===== config.mk =====
export PLATFORM = sky130hd
export DESIGN_NAME = instr_fetch_unit
export DESIGN_NICKNAME = d
export VERILOG_FILES = /design/src/rtl/fetch_pkg.sv /design/src/rtl/pc_reg.sv /design/src/rtl/instr_fetch_unit.sv
export SDC_FILE = /design/constraint.sdc
export NUM_CORES = 1
export LEC_CHECK = 0
export CORE_MARGIN = 2
export CORE_UTILIZATION = 35
export CTS_CLUSTER_SIZE = 25
export DETAILED_ROUTE_END_ITERATION = 16
export DONT_BUFFER_PORTS = 1
export GPL_ROUTABILITY_DRIVEN = 0
export PLACE_DENSITY = 0.61
export SLEW_MARGIN = 40
export SYNTH_ARGS = -nofsm -noshare
export SYNTH_HDL_FRONTEND = slang
export SYNTH_SLANG_ARGS = --single-unit

===== constraint.sdc =====
create_clock -name clk -period 4.6 [get_ports clk]
set_clock_uncertainty 0.15 [all_clocks]
set_input_delay 0.23 -clock clk [delete_from_list [all_inputs] [get_ports clk]]
set_output_delay 0.23 -clock clk [all_outputs]
set_load 0.05 [all_outputs]

===== src/rtl/fetch_pkg.sv =====
// Shared types and constants for the instruction fetch unit.
package fetch_pkg;

    typedef enum logic [1:0] {
        IDLE = 2'd0,
        REQ  = 2'd1,
        WAIT = 2'd2,
        DONE = 2'd3
    } fetch_state_e;

    localparam logic [31:0] NOP              = 32'h0000_0000;
    localparam logic [31:0] DEFAULT_RESET_PC = 32'h0000_3000;

    function automatic logic [31:0] word_align(input logic [31:0] a);
        return a & 32'hFFFF_FFFC;
    endfunction

endpackage


===== src/rtl/pc_reg.sv =====
// Program counter with load, +4 advance and a pending branch target that is
// applied when the current fetch completes.
module pc_reg
    import fetch_pkg::*;
#(
    parameter logic [31:0] RESET_PC = DEFAULT_RESET_PC
) (
    input  logic        clk,
    input  logic        rst_n,
    input  logic        pc_we,
    input  logic [31:0] pc_next,
    input  logic        idle,
    input  logic        done,
    output logic [31:0] pc,
    output logic [31:0] pc_plus4
);

    logic [31:0] pend;
    logic        pend_v;

    assign pc_plus4 = pc + 32'd4;

    always_ff @(posedge clk or negedge rst_n) begin
        if (!rst_n) begin
            pc     <= RESET_PC;
            pend   <= '0;
            pend_v <= 1'b0;
        end else if (done) begin
            // A write arriving in the completion cycle is the newest target.
            if (pc_we)       pc <= word_align(pc_next);
            else if (pend_v) pc <= pend;
            else             pc <= pc_plus4;
            pend_v <= 1'b0;
        end else if (pc_we && idle) begin
            pc <= word_align(pc_next);
        end else if (pc_we) begin
            pend   <= word_align(pc_next);
            pend_v <= 1'b1;
        end
    end

endmodule


===== src/rtl/instr_fetch_unit.sv =====
// Instruction fetch: owns the PC, runs the imem read handshake, strobes the IR.
// Optional read timeout in WAIT is enabled by defining FETCH_TIMEOUT_EN.
module instr_fetch_unit
    import fetch_pkg::*;
#(
    parameter logic [31:0] RESET_PC       = DEFAULT_RESET_PC,
    parameter int          TIMEOUT_CYCLES = 16
) (
    input  logic        clk,
    input  logic        rst_n,
    input  logic        fetch_start,
    input  logic        pc_we,
    input  logic [31:0] pc_next,
    output logic        imem_req,
    output logic [31:0] imem_addr,
    input  logic        imem_gnt,
    input  logic        imem_rvalid,
    input  logic [31:0] imem_rdata,
    output logic [31:0] instr,
    output logic        ir_in,
    output logic [31:0] pc,
    output logic [31:0] pc_plus4,
    output logic        busy,
    output logic        fetch_err
);

    fetch_state_e state;
    logic         st_idle;
    logic         st_done;

    if (TIMEOUT_CYCLES < 1) begin : g_bad_timeout
        $error("TIMEOUT_CYCLES must be at least 1");
    end

    assign st_idle   = (state == IDLE);
    assign st_done   = (state == DONE);
    assign imem_req  = (state == REQ);
    assign imem_addr = word_align(pc);
    assign ir_in     = st_done;
    assign busy      = !st_idle;

    pc_reg #(.RESET_PC(RESET_PC)) u_pc_reg (
        .clk      (clk),
        .rst_n    (rst_n),
        .pc_we    (pc_we),
        .pc_next  (pc_next),
        .idle     (st_idle),
        .done     (st_done),
        .pc       (pc),
        .pc_plus4 (pc_plus4)
    );

`ifdef FETCH_TIMEOUT_EN
    localparam int CW = $clog2(TIMEOUT_CYCLES) + 1;
    logic [CW-1:0] wait_cnt;
    logic          err_q;
    logic          expired;

    // Counts completed WAIT cycles; expiry is the last allowed WAIT cycle.
    assign expired   = (wait_cnt == CW'(TIMEOUT_CYCLES - 1));
    assign fetch_err = err_q;
`else
    assign fetch_err = 1'b0;
`endif

    always_ff @(posedge clk or negedge rst_n) begin
        if (!rst_n) begin
            state <= IDLE;
            instr <= NOP;
`ifdef FETCH_TIMEOUT_EN
            wait_cnt <= '0;
            err_q    <= 1'b0;
`endif
        end else begin
`ifdef FETCH_TIMEOUT_EN
            err_q <= 1'b0;
`endif
            case (state)
                IDLE: if (fetch_start) state <= REQ;
                REQ: begin
                    if (imem_gnt) begin
                        if (imem_rvalid) begin
                            instr <= imem_rdata;
                            state <= DONE;
                        end else begin
                            state <= WAIT;
                        end
`ifdef FETCH_TIMEOUT_EN
                        wait_cnt <= '0;
`endif
                    end
                end
                WAIT: begin
                    // rvalid beats expiry when both land in the same cycle.
                    if (imem_rvalid) begin
                        instr <= imem_rdata;
                        state <= DONE;
                    end
`ifdef FETCH_TIMEOUT_EN
                    else if (expired) begin
                        instr <= NOP;
                        err_q <= 1'b1;
                        state <= IDLE;
                    end else begin
                        wait_cnt <= wait_cnt + 1'b1;
                    end
`endif
                end
                DONE:    state <= IDLE;
                default: state <= IDLE;
            endcase
        end
    end

endmodule


==> results_dict.tcl <==
set metrics [dict create \
    cts_max_path_buffers 2 \
    drv_cap 0 \
    cp_cell_sequence "and4_2 > nand3_1 > nor4_1 > xor2_1 > buf_4" \
    finalNetCount 603 \
    finalCriticalPeriod_ns 3.21 \
    seq_area_sq_um 2390 \
    rsz0062_at_grt "no" \
    cts_tree "done" \
    multi_input_area_sq_um 2330 \
    grt_util_met2 0.323 \
    crit_required_ns 4.22 \
    core_area_sq_um 14500 \
    synth-edff-count 0 \
    netlist.area_leader.share 0.451 \
    post_cts_buffers 0 \
    syn_area_sq_um 5160 \
    synth.distinct_cells 56 \
    syn-instance-count 458 \
    drt-initial-drc-count 193 \
    dieArea_sq_um 15700 \
    dp_hpwl_um 9650 \
    drive_gt1_frac 0.297 \
    fin_crit_sh 0.697 \
    setup_ws_ns 1.39 \
    finalMaxSlewViolations 0 \
    syn_to_final_growth_pct 23.3 \
    busiest_layer "met2" \
    path_buf_inv 1 \
    root_buffer "clkbuf_16" \
    ys_warn_count 0 \
    yosys.area.top_type "dfrtp_1" \
    async_flop_share 1.00 \
    wire_per_inst_um 20.1 \
    grt_pass1_vias 4226 \
    grt_usage 0.186 \
    wirelength_um 14400 \
    cts_resized 0 \
    synth_area_leaders "dfrtp_1, mux2_2, buf_4, xnor2_1, a221o_1" \
    grt_max_degree 96 \
    met1_usage 0.207 \
    hold_path_class "input pin to register" \
    path_class "register to primary output" \
    fillers 1346 \
    worst_pin_slew_ns 0.876 \
    synthFlopType "dfrtp_1" \
    status "finished clean" \
    clock_sinks 95 \
    stdcell_area_sq_um 6360 \
    pin_count 202 \
    fp.dieW_um 125 \
    grt.overflow.total 0 \
    crit_path_end_kind "primary output" \
    yosysSeqAreaShare 0.461 \
    yosys-top-cells-count "dfrtp_1, mux2_2, buf_4" \
    grt_pass1_wl_um 23000 \
    synth_most_common_cell "dfrtp_1" \
    first_pass_iters 4 \
    cts-htree-levels 3 \
    final_hold_viol_count 0 \
    antenna_cells 0 \
    hold_buffers 66 \
    dp.cells 634 \
    fin_cells 716 \
    place_area_sq_um 5370 \
    slew_headroom 0.416 \
    arrival_ns 2.83 \
    dr_total_vias 3855 \
    viasPerCell 5.38 \
    clk_pin_slew_ns 0.06 \
    cp_slowest_cell "dfstp_2" \
    cp_max_fo 6 \
    syn_avg_cell_area_sq_um 11.3 \
    grt_antenna_before_repair 0 \
    clock_latency_ns 0.35 \
    rows 44 \
    place_ws_ns 1.60 \
    initial_core_util 0.356 \
    remaining_drc_errors 0 \
    ant_nets 0 \
    critPathLaunchType "register" \
    largest_register_ffs 32 \
    cts_buffers 9 \
    finalSetupTns_ns 0 \
    port-buffer-count 0 \
    setup_viol 0 \
    synth-seq-cells 95 \
    use_met3 0.0843 \
    crit_path_max_incr_delay_ns 0.90 \
    cp_top_family "simple AND/OR/NAND/NOR gates" \
    fmax_ghz 0.312 \
    die_h_um 125 \
]
## cells in the final DEF, fill, tap and decap left out, types with 5 or more instances in the layout
master and count:
nand3_1 12, and3_1 6, nand4_1 7, o22ai_1 5, inv_1 11, mux2i_1 8, xor2_1 11, xnor2_1 16
a221oi_1 5, o21ai_0 14, nor3_1 6, ha_1 6, conb_1 7, dfrtp_2 7, buf_4 52, dlygate4sd3_1 64
a21oi_1 22, mux2_2 62, a221o_1 13, nor2_1 16, nand2_1 19, dfrtp_1 86, clkbuf_16 9, a22oi_1 6
a32o_1 8
## logic make-up (layout without fill, tap and decap cells)
| family | Yosys count | in the layout | share of synthesized area |
|---|---|---|---|
| AOI/OAI and AO/OA | 90 | 90 | 0.126 |
| xor gates and xnor gates | 28 | 28 | 0.0475 |
| adders and majority gates | 6 | 6 | 0.0146 |
| buffers and inverters | 77 | 145 | 0.0968 |
| DFF | 95 | 95 | 0.461 |
| muxes | 70 | 70 | 0.151 |
| other | 1 | 7 | 0.000727 |
| and+or+nand+nor | 91 | 91 | 0.102 |
## worst reg2reg max path: stages, from the launching register on
cell and delay, ns:
dfrtp_1 0.43, ha_1 0.51, inv_1 0.34, and3_1 0.58, buf_4 0.43, mux2_2 0.39
## final cells by class
class	count	area share
Inverter	11	0.00649
Tap cell	184	0.0362
Sequential cell	95	0.376
Clock inverter	6	0.0108
Clock buffer	10	0.0376
Timing Repair Buffer	118	0.167
Multi-Input combinational cell	292	0.366
## final timing paths
check / start / depth (start not counted) / end / slack [ns]
min reg2reg: u_pc_reg.pend[31] / 1 / u_pc_reg.pend[31] / 0.35
max reg2reg: state[1] / 5 / u_pc_reg.pend[24] / 1.66
max: u_pc_reg.pc[13] / 5 / pc_plus4[31] / 1.39
max in group asynchronous: rst_n / 2 / u_pc_reg.pend_v / 3.53
min: pc_we / 3 / u_pc_reg.pc[4] / 0.008
min in group asynchronous: rst_n / 2 / u_pc_reg.pend[27] / 0.26
## metal layers
layer | part of all wire | vias up
met2 | 0.50 | 183
met1 | 0.39 | 1895
li1 | - | 1759
met5 | 0 | -
met4 | 0.017 | 0
met3 | 0.093 | 18
## stage by stage
step                       util  hold WS [ns]
final                     0.439       0.00829
after global routing      0.439       0.00524
after CTS                 0.439     0.0000278
after detailed placement  0.371        -0.213
after global placement    0.369        -0.213
after floorplan               -        -0.216
Power is not shown: default switching activity piles up to over one toggle a cycle in this logic, so the estimate is an artifact.
